**src/rtl/util_fifo_pkg.sv**
```systemverilog
`default_nettype none
// +----------------------------------------------------------------------+
// | util_fifo_pkg : width constants shared by the step-up/step-down FIFOs |
// | Rev 1.0                                                              |
// +----------------------------------------------------------------------+
package util_fifo_pkg;

  // Step-down FIFO (64 -> 32)
  localparam int DIN_W  = 64;
  localparam int DOUT_W = 32;

  // Step-up FIFO (32 -> 64)
  localparam int SU_DIN_W  = 32;
  localparam int SU_DOUT_W = 64;

  // Word-count output width used by both FIFOs
  localparam int CNT_W = 32;

  // Select one half of a wide word, low half when hi == 0.
  function automatic logic [DOUT_W-1:0] half_of(input logic [DIN_W-1:0] word,
                                                input logic              hi);
    return hi ? word[DIN_W-1:DOUT_W] : word[DOUT_W-1:0];
  endfunction

endpackage
`default_nettype wire

```
**src/rtl/util_stepdown_fifo_if.sv**
```systemverilog
`default_nettype none
// +----------------------------------------------------------------------+
// | util_stepdown_fifo_if : handshake bundle for the 64->32 FIFO          |
// | Rev 1.0                                                              |
// +----------------------------------------------------------------------+
interface util_stepdown_fifo_if;

  logic                               wren;
  logic                               rden;
  logic [util_fifo_pkg::DIN_W-1:0]    din;
  logic [util_fifo_pkg::DOUT_W-1:0]   dout;
  logic                               full;
  logic                               empty;
  logic [util_fifo_pkg::CNT_W-1:0]    dcnt;

  // master: producer/consumer side driving requests
  modport master (
    output wren, rden, din,
    input  dout, full, empty, dcnt
  );

  // slave: the FIFO itself
  modport slave (
    input  wren, rden, din,
    output dout, full, empty, dcnt
  );

endinterface
`default_nettype wire

```
**src/rtl/util_sdp_ram.sv**
```systemverilog
`default_nettype none
// +----------------------------------------------------------------------+
// | util_sdp_ram : simple dual-port RAM, sync write / async read          |
// | Rev 1.0                                                              |
// +----------------------------------------------------------------------+
module util_sdp_ram #(
  parameter  int DEPTH = 16,
  parameter  int WIDTH = 64,
  localparam int AW    = $clog2(DEPTH)
) (
  input  wire logic             clk,
  input  wire logic             i_we,
  input  wire logic [AW-1:0]    i_waddr,
  input  wire logic [WIDTH-1:0] i_wdata,
  input  wire logic [AW-1:0]    i_raddr,
  output logic      [WIDTH-1:0] o_rdata
);

  // No reset on storage so the array maps onto distributed RAM.
  logic [WIDTH-1:0] r_mem [DEPTH];

  always_ff @(posedge clk) begin
    if (i_we) begin
      r_mem[i_waddr] <= i_wdata;
    end
  end

  assign o_rdata = r_mem[i_raddr];

endmodule
`default_nettype wire

```
**src/rtl/util_stepdown_fifo.sv**
```systemverilog
`default_nettype none
// +----------------------------------------------------------------------+
// | util_stepdown_fifo : 64-bit in, 32-bit out synchronous FIFO           |
// | Low half of each slot is delivered first. Rev 1.0                     |
// +----------------------------------------------------------------------+
module util_stepdown_fifo
  import util_fifo_pkg::*;
#(
  parameter  int DEPTH = 16,
  localparam int AW    = $clog2(DEPTH)
) (
  input  wire logic            clk,
  input  wire logic            rst_n,
  util_stepdown_fifo_if.slave  bus
);

  localparam logic [AW:0] c_depth_slots = (AW+1)'(DEPTH);

  logic [AW:0]        r_wr_ptr;
  logic [AW:0]        r_rd_ptr;
  logic               r_half_sel;
  logic [DOUT_W-1:0]  r_dout;

  logic [AW:0]        w_slots;
  logic [CNT_W-1:0]   w_dcnt;
  logic               w_full;
  logic               w_empty;
  logic               w_wr_acc;
  logic               w_rd_acc;
  logic [DIN_W-1:0]   w_rd_word;

  // Flags come straight from the registered pointers, so they track an
  // asynchronous reset without waiting for a clock edge.
  assign w_slots  = r_wr_ptr - r_rd_ptr;
  assign w_dcnt   = (CNT_W'(w_slots) << 1) - CNT_W'(r_half_sel);
  assign w_full   = (w_slots == c_depth_slots);
  assign w_empty  = (w_dcnt == '0);

  assign w_wr_acc = bus.wren && !w_full;
  assign w_rd_acc = bus.rden && !w_empty;

  util_sdp_ram #(
    .DEPTH (DEPTH),
    .WIDTH (DIN_W)
  ) u_ram (
    .clk     (clk),
    .i_we    (w_wr_acc),
    .i_waddr (r_wr_ptr[AW-1:0]),
    .i_wdata (bus.din),
    .i_raddr (r_rd_ptr[AW-1:0]),
    .o_rdata (w_rd_word)
  );

  always_ff @(posedge clk or negedge rst_n) begin
    if (!rst_n) begin
      r_wr_ptr <= '0;
    end else if (w_wr_acc) begin
      r_wr_ptr <= r_wr_ptr + 1'b1;
    end
  end

  // A slot is released only after its high half has been delivered.
  always_ff @(posedge clk or negedge rst_n) begin
    if (!rst_n) begin
      r_rd_ptr   <= '0;
      r_half_sel <= 1'b0;
      r_dout     <= '0;
    end else if (w_rd_acc) begin
      r_dout <= half_of(w_rd_word, r_half_sel);
      if (r_half_sel) begin
        r_half_sel <= 1'b0;
        r_rd_ptr   <= r_rd_ptr + 1'b1;
      end else begin
        r_half_sel <= 1'b1;
      end
    end
  end

  assign bus.dout  = r_dout;
  assign bus.full  = w_full;
  assign bus.empty = w_empty;
  assign bus.dcnt  = w_dcnt;

endmodule
`default_nettype wire

```
**src/flat_wrapper.sv**
```systemverilog
// flat-port wrapper written by rule: the top's interface ports become plain ports
module util_stepdown_fifo_flat import util_fifo_pkg::*;
#(
  parameter  int DEPTH = 16,
  localparam int AW    = $clog2(DEPTH)
)
  (clk, rst_n, bus_wren, bus_rden, bus_din, bus_dout, bus_full, bus_empty, bus_dcnt);
  util_stepdown_fifo_if bus_i ();
  input  wire logic clk;
  input  wire logic rst_n;
  input wire logic [$bits(bus_i.wren)-1:0] bus_wren;
  input wire logic [$bits(bus_i.rden)-1:0] bus_rden;
  input wire logic [$bits(bus_i.din)-1:0] bus_din;
  output wire logic [$bits(bus_i.dout)-1:0] bus_dout;
  output wire logic [$bits(bus_i.full)-1:0] bus_full;
  output wire logic [$bits(bus_i.empty)-1:0] bus_empty;
  output wire logic [$bits(bus_i.dcnt)-1:0] bus_dcnt;
  assign bus_i.wren = bus_wren;
  assign bus_i.rden = bus_rden;
  assign bus_i.din = bus_din;
  assign bus_dout = bus_i.dout;
  assign bus_full = bus_i.full;
  assign bus_empty = bus_i.empty;
  assign bus_dcnt = bus_i.dcnt;
  util_stepdown_fifo #(.DEPTH(DEPTH)) u_core (.clk(clk), .rst_n(rst_n), .bus(bus_i));
endmodule
```
**config.mk**
```make
export PLATFORM = sky130hd
export DESIGN_NAME = util_stepdown_fifo_flat
export DESIGN_NICKNAME = d
export VERILOG_FILES = /design/src/rtl/util_fifo_pkg.sv /design/src/rtl/util_stepdown_fifo_if.sv /design/src/rtl/util_sdp_ram.sv /design/src/rtl/util_stepdown_fifo.sv /design/src/flat_wrapper.sv
export SDC_FILE = /design/constraint.sdc
export NUM_CORES = 1
export LEC_CHECK = 0
export BUFFER_PORTS_ARGS = -buffer_cell sky130_fd_sc_hd__buf_2
export CORE_MARGIN = 1.5
export CORE_UTILIZATION = 50
export CTS_CLUSTER_SIZE = 16
export DETAILED_ROUTE_END_ITERATION = 12
export PLACE_DENSITY = 0.65
export SLEW_MARGIN = 10
export SYNTH_ARGS = -nofsm -noshare
export SYNTH_HDL_FRONTEND = slang
export SYNTH_HIERARCHICAL = 1
export SYNTH_SLANG_ARGS = --single-unit
```
**constraint.sdc**
```tcl
create_clock -name clk -period 14.7 [get_ports clk]
set_clock_uncertainty 0.1 [all_clocks]
set_input_delay 0.735 -clock clk [delete_from_list [all_inputs] [get_ports clk]]
set_output_delay 0.735 -clock clk [all_outputs]
set_load 0.02 [all_outputs]
```
# Word-level counts from Yosys, hierarchy flattened
# Memory sizes are Yosys's and may differ from the RTL's.
# Index checks and enable logic that the tools add are counted.
[word_totals]
memories = 1
ff_bits = 43
ramBits = 1024
[memory_table]
columns = ["name", "depth", "word_bits", "read_ports", "rd_clocked_by_memory_dff", "write_ports", "line_no", "source"]
rows = [
  ["u_core.u_ram.r_mem", 16, 64, 1, 0, 1, "util_sdp_ram.sv:20", "logic [WIDTH-1:0] r_mem [DEPTH];"],
]
[op_classes]
addsub = 4
n_eq_ne = 1
n_reduce_logical = 6
muxes = 4
[ops]
columns = ["cell", "n"]
rows = [
  ["32-bit zero test", 1],
  ["32-bit 2-to-1 mux", 1],
  ["5-bit by 1-bit adder with 5-bit output (second input constant)", 2],
  ["6-bit by 1-bit subtractor with 7-bit output", 1],
  ["5-bit equality test (second input constant)", 1],
  ["5-bit subtractor", 1],
  ["1-bit 2-to-1 mux", 3],
  ["1-bit logical AND", 2],
  ["1-bit zero test", 2],
  ["2-bit AND reduction", 1],
]

# Logic depth before layout (Yosys ltp)
# Gate-level depths: netlist of the first run.
[logic_depth]
depth_word = 6
ltp_mapped = 11
ltp_nobuf = 11

# By module
# Netlist of the first run, hierarchy kept.
[by_module_without_submodules]
columns = ["mod", "n_inst", "area_each_um2", "seq_area_each_um2", "cells_each"]
rows = [
  ["util_sdp_ram", 1, 38300.5, 30749.5, 1583],
  ["util_stepdown_fifo", 1, 2778.9, 1076.0, 216],
]

# Worst setup path before layout of the first run
# Ideal clock, no wire load.
[synth_timing]
path_type = "register -> register"
from = "register u_core.r_wr_ptr[0]"
to = "memory u_core.u_ram.r_mem[0][0] (enable)"
required_time_ns = 14.035
path_buffers = 0
arrival_time_ns = 6.868
synth_period_minus_slack_ns = 7.532
setup_slack_ns = 7.168
setup_time_ns = 0.565
stages_incl_launch_ff = 12
path_cell_list = "dfrtp_1 > inv_1 > ha_1 > inv_1 > fa_1 > xor2_2 > nor3b_1 > mux2_2 > a21bo_2 > inv_1 > or3b_2 > nor3_1"
[synth_via]
elab_chain_cells = 6
[synth_lines]
columns = ["item", "line_no", "source"]
rows = [
  ["start, declared", "util_stepdown_fifo.sv:19", "logic [AW:0] r_wr_ptr;"],
  ["start signal, assigned", "util_stepdown_fifo.sv:58", "r_wr_ptr <= r_wr_ptr + 1'b1;"],
  ["5-bit subtractor", "util_stepdown_fifo.sv:34", "assign w_slots = r_wr_ptr - r_rd_ptr;"],
  ["5-bit equality test", "util_stepdown_fifo.sv:36", "assign w_full = (w_slots == c_depth_slots);"],
  ["1-bit zero test", "util_stepdown_fifo.sv:39", "assign w_wr_acc = bus.wren && !w_full;"],
  ["1-bit logical AND", "util_stepdown_fifo.sv:39", ""],
  ["net u_core.w_wr_acc", "util_stepdown_fifo.sv:28", "logic w_wr_acc;"],
  ["1-bit 2-to-1 mux", "util_sdp_ram.sv:23", "if (i_we) begin"],
  ["1-bit 2-to-1 mux (not written as such)", "util_sdp_ram.sv:24", "r_mem[i_waddr] <= i_wdata;"],
  ["end, declared", "util_sdp_ram.sv:20", ""],
]
# The timed path passes the listed nets, and every way through them passes these cells.

# Worst setup path after layout of the first run
[layout_timing]
from = "register u_core.r_rd_ptr[0]"
to = "memory u_core.u_ram.r_mem[6][0] (enable)"
[layout_via]
elab_chain_cells = 6
[layout_lines]
columns = ["item", "line_no", "source"]
rows = [
  ["start, declared", "util_stepdown_fifo.sv:20", "logic [AW:0] r_rd_ptr;"],
  ["start signal, assigned", "util_stepdown_fifo.sv:72", "r_rd_ptr <= r_rd_ptr + 1'b1;"],
  ["5-bit subtractor", "util_stepdown_fifo.sv:34", ""],
  ["5-bit equality test", "util_stepdown_fifo.sv:36", ""],
  ["1-bit zero test", "util_stepdown_fifo.sv:39", ""],
  ["1-bit logical AND", "util_stepdown_fifo.sv:39", ""],
  ["net u_core.w_wr_acc", "util_stepdown_fifo.sv:28", ""],
  ["1-bit 2-to-1 mux", "util_sdp_ram.sv:23", ""],
  ["1-bit 2-to-1 mux (not written as such)", "util_sdp_ram.sv:24", ""],
]
# The timed path passes the listed nets, and every way through them passes these cells.

==> impl_summary.log, run 1 <==
INFO  metric cp.required = approximately 15 ns
INFO  metric groute.layer.met3.usage = 3.59%
INFO  metric setup_viol = 0
INFO  metric critical_path.cell_chain = ha_1 > inv_1 > fa_1 > xor2_2 > nor3b_1 > mux2_2 > a21bo_2 > inv_1 > nand3b_1 > nor2_4 > buf_4
INFO  metric layout_common_cells = edfxtp_1 (1024), mux4_2 (256), buf_2 (133), a22oi_1 (128), clkbuf_16 (107)
INFO  metric grt_pass1_vias = 19600
INFO  metric path_common_cell = inv_1
INFO  metric starting_utilization_of_the_core_area = 50.8%
INFO  metric grt-busiest-layer = met2
INFO  metric avgViaCountPerCell = 6.10
INFO  metric die_ar = 83900 um^2
INFO  metric met1_resource_use_gr = 31.5%
INFO  metric postRouteWirelength = 88200 um
INFO  metric final_layout_size_suffix_gt1_share = 33.0%
INFO  metric hold_violations = 0
INFO  metric finish.net_count = 2034
INFO  metric period_minus_slack = 5.46 ns
INFO  metric slew_violations = 0
INFO  metric status = completed
INFO  metric kind_of_cell_adding_the_most_delay_to_the_critical_path = simple AND/OR/NAND/NOR gates
INFO  metric port_buffers = 133
INFO  metric synth_cell_type_count = 42
INFO  metric max-vdd-ir-drop = roughly 0.16 mV
INFO  metric grt_setup_unrepaired = no
INFO  metric drcViolationCount = 0
INFO  metric max_slew.worst_pin.slew = 1.25 ns
INFO  metric p_total = 9.41 mW
INFO  metric clock_insertion_delay_worst_skew = 0.66 ns
INFO  metric die_x = around 290 um
INFO  metric flow.area_growth_from_synthesis = 12.4%
INFO  metric std_cell_rows = 104
INFO  metric critical_path_cell_count = 11
INFO  metric ant_nets = 0
INFO  metric hold_depth = 1
INFO  metric wl_per_cell = between 20 and 30 um
INFO  metric ys_seq_area_share = around 77%
INFO  metric setup-tns-final = 0 ns
INFO  metric filler_cell_count = 5899
INFO  metric clock_sink_count = between 1000 and 1500
INFO  metric worst-r2r-setup-slack = 9.24 ns
INFO  metric cts-htree-levels = 3
INFO  metric fmaxAchievable = 0.183 GHz
INFO  metric gp_routability_congestion = just under 0.8
INFO  metric hold_slack = 0.350 ns
INFO  metric max_cap_viol_count = 0
INFO  metric commonest_non_fill_non_tap_cell_in_the_layout = edfxtp_1
INFO  metric ys_async_sr_fraction = under 10%
INFO  metric max_slew_margin = 16.6%
INFO  metric maximum_number_of_pins_on_one_net_before_global_route_repair = 163
INFO  metric hold_path.class = primary input to flop
INFO  metric worst_ep_arrival_time = 5.63 ns
INFO  metric synth_fp_nets = around 1900
INFO  metric dpl_worst_slack = 9.22 ns
INFO  metric synthCells = roughly 1800
INFO  metric synth-warning-count = 6
INFO  metric grt_residual_overflow = 0
INFO  metric cts-root-to-sink-buffers = 3
INFO  metric postLayoutSetupSlackWorst = 9.24 ns
INFO  metric gr-usage-all-layers = a little over a fifth
INFO  metric synth_edf_count = 1024
INFO  metric global_route_wire_length_before_repair = 131000 um
INFO  metric top_level_ports = 134
INFO  metric total_leakage_power = 15.0 nW
INFO  metric synth.ff_latch_count = 1067
INFO  metric cts_made_buffers = 106
INFO  metric antenna_cells_inserted = 0
INFO  metric starting_drt_drc_count = 1713
INFO  metric end_kind = flop
INFO  metric clk_pin_slew_worst_paths = approximately 0.060 ns
INFO  metric highest_net_fanout_along_the_worst_path = 46
INFO  metric syn_area = 41100 um^2
INFO  metric core_area = 80900 um^2
INFO  metric clk_root_buffer_cell = clkbuf_16
INFO  metric cp.buffers_inverters = 3
INFO  metric post-route-period-util = a little under two fifths
INFO  metric post-dp-hpwl = 46500 um
INFO  metric postSynth.topFlopCell = edfxtp_1
INFO  metric via_count = 19000
INFO  metric cts_tree = built
INFO  metric detailedRoute.firstPassIterationCount = 5
INFO  metric critical_path_max_stage_delay = 1.04 ns
INFO  metric grt_antenna_before_repair = 5
INFO  metric r2r.worst_path.cells = 11
INFO  metric crit_path_start_kind = flop
INFO  metric fp.dieH = approximately 290 um
INFO  metric timing_worst_setup_path_type = flop to flop
INFO  metric post_synth.cell_area_avg = 22.8 um^2
INFO  metric powerDensity = 204 nW/um^2
INFO  metric worst_path_max_delay_cell = nor2_4
INFO  metric global_route.usage.met2 = 34.6%
INFO  metric cts.repair_timing.setup_buffer_count = 0
==> state kept, by name (all words and copies together), names as in the netlist <==
register	count
u_core/r_wr_ptr	5
u_core/bus.dout	32
u_core/r_half_sel	1
u_core/u_ram/r_mem	1024
u_core/r_rd_ptr	5
==> cells in the mapped netlist (3+ instances only) <==
cell type	instances	area share, %
a21oi_1	7	0.085
a22oi_1	128	2.3
buf_1	16	0.15
buf_2	13	0.16
buf_4	32	0.58
buf_6	16	0.44
clkbuf_1	37	0.34
dfrtp_1	43	2.6
edfxtp_1	1024	75
ha_1	8	0.24
inv_1	9	0.082
mux2_2	38	1.0
mux2_4	29	1.1
mux4_2	256	14
nand2_1	71	0.65
nand3_1	5	0.061
nand3b_1	3	0.055
nor2_1	14	0.13
nor3_1	6	0.073
xnor2_1	8	0.17
xor2_1	8	0.17
==> power by group <==
part | internal (mW) | switching (mW) | leakage (nW)
Combinational | 1.24 | 1.65 | 3.60
Sequential | 3.72 | 0.197 | 9.76
Clock | 1.49 | 1.11 | 1.64
Total | 6.45 | 2.96 | 15.0
==> per-layer routing <==
layer | up-vias | wire length [um]
met5 | - | 0
met4 | 0 | 1570
met3 | 110 | 5840
met2 | 734 | 43300
met1 | 10200 | 37500
li1 | 7901 | -
==> layout make-up <==
class / count / area [um^2] / share of cell area (%)
clock buffer: 139 / 2850 / 6.17
clock inverter: 62 / 529 / 1.15
inverter: 9 / 33.8 / 0.0732
multi-input combinational: 606 / 8650 / 18.7
sequential: 1067 / 31800 / 69.0
tap: 1060 / 1330 / 2.87
timing repair buffer: 167 / 948 / 2.05
==> worst paths after layout <==
| kind | start | to |
|---|---|---|
| worst min register to register | u_core/bus.dout[18] | u_core/bus.dout[18] |
| worst min-delay path | bus_din[14] | u_core/u_ram/r_mem[12][14] |
| worst max register to register | u_core/r_rd_ptr[0] | u_core/u_ram/r_mem[6][0] |
| min in group asynchronous | rst_n | u_core/bus.dout[10] |
| worst max-delay path | u_core/r_rd_ptr[0] | u_core/u_ram/r_mem[6][0] |
| max in group asynchronous | rst_n | u_core/r_rd_ptr[0] |
==> stage by stage <==
step | utilization [%] | std cells | cell area [um^2]
after floorplan | - | 1799 | 41100
after global placement | 52.8 | 2908 | 42800
after global routing | 57.0 | 3110 | 46200
final | 57.0 | 3110 | 46200
after CTS | 57.0 | 3110 | 46200
after detailed placement | 52.8 | 2908 | 42800
==> cells by family after synthesis <==
logic type	count (synthesis)	synth area share, %
compound gates	144	2.66
xor+xnor	17	0.381
fa+ha+maj	9	0.292
buf+inv	126	1.83
flops	1067	77.5
mux	323	16.1
simple gates	113	1.22
==> repair_timing <==
| item | in CTS | in global routing |
|---|---|---|
| hold buffers | 1 | 0 |
| endpoints found under the hold margin | 13 | 0 |
| gates resized for setup | 0 | 0 |
(Power assumes the default switching activity.)
==> inputs of run 2 (changes only) <==
- ABC_AREA: not set -> 1
- clock period: 14.7 -> 5.7 ns (I/O delays scaled with it)
==> run 2 against run 1 <==
Compared with the run above:
- cell count increased by 90%
- total power increased to 2.8 times the previous value
- register-to-register slack got worse by 7.6 ns
- area after synthesis increased by 14%
- global-route usage increased by 3.3 points
- maximum frequency increased by 35%
- critical endpoint is now u_core/u_ram/r_mem[9][25]
- largest cell class unchanged
- largest power group unchanged
==> impl_summary.log, run 2 <==
INFO  metric status = completed
INFO  metric grt_antenna_before_repair = 6
INFO  metric largest_register_ff_count = 1024
INFO  metric worst_ep_arrival_time = 4.29 ns
INFO  metric clk_pin_slew_worst_paths = 0.06 ns
INFO  metric cts-root-to-sink-buffers = 3
INFO  metric gp_routability_congestion = 0.835
INFO  metric synth_cell_type_count = 28
INFO  metric drcViolationCount = 0
INFO  metric die_ar = 95300 um^2
INFO  metric clock_sink_count = between 1000 and 1500
INFO  metric postCtsResizedCells = 0
INFO  metric place.detailed.instances = 5626
INFO  metric crit_path_start_kind = flop
INFO  metric clock_insertion_delay_worst_skew = ~0.67 ns
INFO  metric final_layout_size_suffix_gt1_share = 8.47%
INFO  metric ys_seq_area_share = 68.1%
INFO  metric post-synth-top-area-fraction = 65.8%
INFO  metric fmaxAchievable = 0.248 GHz
INFO  metric gr-usage-all-layers = 24.8%
INFO  metric layoutNonFillerInstCount = 5894
INFO  metric cts_tree = built
INFO  metric max_slew.worst_pin.slew = just over 1 ns
INFO  metric synth_edf_count = approximately 1000
INFO  metric detailedRoute.firstPassIterationCount = 7
INFO  metric post-dp-hpwl = 61900 um
INFO  metric total_leakage_power = roughly 22 nW
INFO  metric end_kind = flop
INFO  metric yosys-top-cells-area = edfxtp_1 (66%), nand2_1 (11%), nand3_1 (8.4%)
INFO  metric hold_path.class = primary input to async pin
INFO  metric finish.net_count = roughly 4600
INFO  metric wl_per_cell = 20.0 um
INFO  metric powerDensity = 497 nW/um^2
INFO  metric clk_root_buffer_cell = clkbuf_16
INFO  metric grt_pass1_vias = 29100
INFO  metric post_synth.cell_area_avg = 10.5 um^2
INFO  metric flow.area_growth_from_synthesis = 11.9%
INFO  metric yosysMostFrequentCell = nand2_1
INFO  metric global_route_wire_length_before_repair = 178000 um
INFO  metric post-route-period-util = 70.8%
INFO  metric ys_async_sr_fraction = between 4 and 5%
INFO  metric cp.required = about 6 ns
INFO  metric starting_utilization_of_the_core_area = 50.8%
INFO  metric cts-htree-levels = 3
INFO  metric starting_drt_drc_count = ~3300
INFO  metric max_flop_register = u_core/u_ram/r_mem
INFO  metric syn_area = 46700 um^2
INFO  metric postRouteWirelength = 118000 um
INFO  metric max-vdd-ir-drop = 0.416 mV
INFO  metric cts_made_buffers = 109
INFO  metric ant_nets = 0
INFO  metric setup-tns-final = 0 ns
INFO  metric synth.ff_latch_count = roughly 1100
INFO  metric cts_hold_repair.buffers = 67
INFO  metric setup_viol = 0
INFO  metric timing_worst_setup_path_type = flop to flop
INFO  metric antenna_cells_inserted = 0
INFO  metric max_slew_margin = roughly 32%
INFO  metric via_count = 30900
INFO  metric highest_net_fanout_along_the_worst_path = 25
INFO  metric maximum_number_of_pins_on_one_net_before_global_route_repair = 171
INFO  metric synth_top_cells_by_count = nand2_1 (1420), edfxtp_1 (1024), inv_1 (792)
INFO  metric synth-warning-count = 6
INFO  metric commonest_non_fill_non_tap_cell_in_the_layout = nand2_1
INFO  metric cts.repair_timing.setup_buffer_count = 0
INFO  metric yosys.area.top_type = edfxtp_1
INFO  metric fp.dieH = slightly above 300 um
INFO  metric core_area = a little over 90000 um^2
INFO  metric port_buffers = 133
INFO  metric layout_common_cells = nand2_1 (1420), edfxtp_1 (1024), inv_1 (791), nand3_1 (789), buf_2 (133)
INFO  metric grt_residual_overflow = 0
INFO  metric hold_violations = 0
INFO  metric grt_setup_unrepaired = no
INFO  metric postSynth.topFlopCell = edfxtp_1
INFO  metric synth_fp_nets = 4523
INFO  metric max_cap_viol_count = 0
INFO  metric top_level_ports = 134
INFO  metric slew_violations = 0
INFO  metric die_x = 309 um
INFO  metric synthCells = 4446
INFO  metric std_cell_rows = around 110
INFO  metric avgViaCountPerCell = 5.24
INFO  metric period_minus_slack = 4.03 ns
[run 2: layout make-up]
type / count / area (um^2)
Clock buffer: 146 / 2970
Clock inverter: 55 / 549
Fill cell: 7649 / 39800
Inverter: 796 / 3020
Multi-Input combinational cell: 2333 / 10400
Sequential cell: 1067 / 31800
Tap cell: 1243 / 1560
Timing Repair Buffer: 254 / 1990
[run 2: worst paths after layout]
| check | start | endpoint | slack, ns | depth (start not counted) |
|---|---|---|---|---|
| setup / recovery | u_core/r_wr_ptr[0] | u_core/u_ram/r_mem[9][25] | 1.67 | 14 |
| hold / removal | rst_n | u_core/bus.dout[28] | 0.16 | 3 |
| setup reg to reg | u_core/r_wr_ptr[0] | u_core/u_ram/r_mem[9][25] | 1.67 | 14 |
| hold reg to reg | u_core/bus.dout[18] | u_core/bus.dout[18] | 0.38 | 2 |
| max in group asynchronous | rst_n | u_core/r_rd_ptr[0] | 4.81 | 3 |
| min in group clk | u_core/bus.dout[18] | u_core/bus.dout[18] | 0.38 | 2 |
[run 2: per-stage QoR]
stage                     utilization [%]  setup slack (ns)  area, um^2  power (mW)  hold WS [ns]
after CTS                            56.8              1.68       52300        26.1         0.154
after global routing                 56.8              1.41       52300        27.3         0.217
after detailed placement             52.3              1.69       48100        19.0         0.328
final                                56.8              1.67       52300        26.0         0.157
after global placement               52.3              1.78       48100        18.9         0.331
after floorplan                         -             0.521       46700        16.3        -0.111
[run 2: cells by family (layout without fill, tap and decap cells)]
logic type               count (synthesis)  after routing  share of synthesized area [%]
AND/OR/NAND/NOR                       2249           2249                           20.3
buffers and inverters                 1046           1251                           9.94
flip-flops                            1067           1067                           68.1
multiplexers                            32             32                          0.685
AO/OA/AOI/OAI                           33             33                          0.538
adder cells (fa/ha/maj)                  9              9                          0.257
XOR/XNOR                                10             10                          0.187
[run 2: report_power, final]
group / internal [mW] / total (mW) / switching, mW
clock network: 4.06 / 7.00 / 2.94
registers: 9.53 / 9.81 / 0.281
logic: 2.46 / 9.18 / 6.72
total: 16.1 / 26.0 / 9.94
[run 2: worst max-delay path, cell delays in order (launching register included)]
cell,delay [ns]
dfrtp_1,0.44
inv_1,0.13
ha_1,0.16
inv_1,0.06
fa_1,0.42
nand3_1,0.11
nand3_1,0.09
nand2_1,0.07
nand2_1,0.10
nand3_1,0.10
nand2_1,0.17
inv_1,0.24
nand3b_1,0.34
nor2_4,0.86
buf_12,0.30
[run 2: per-layer routing]
layer | share of wire, % | global-route usage (%) | vias up
met5 | 0.054 | 0 | -
met4 | 3.0 | 8.66 | 10
met3 | 7.4 | 3.79 | 201
met2 | 46 | 38.6 | 1143
met1 | 44 | 35.8 | 15000
li1 | - | - | 14600
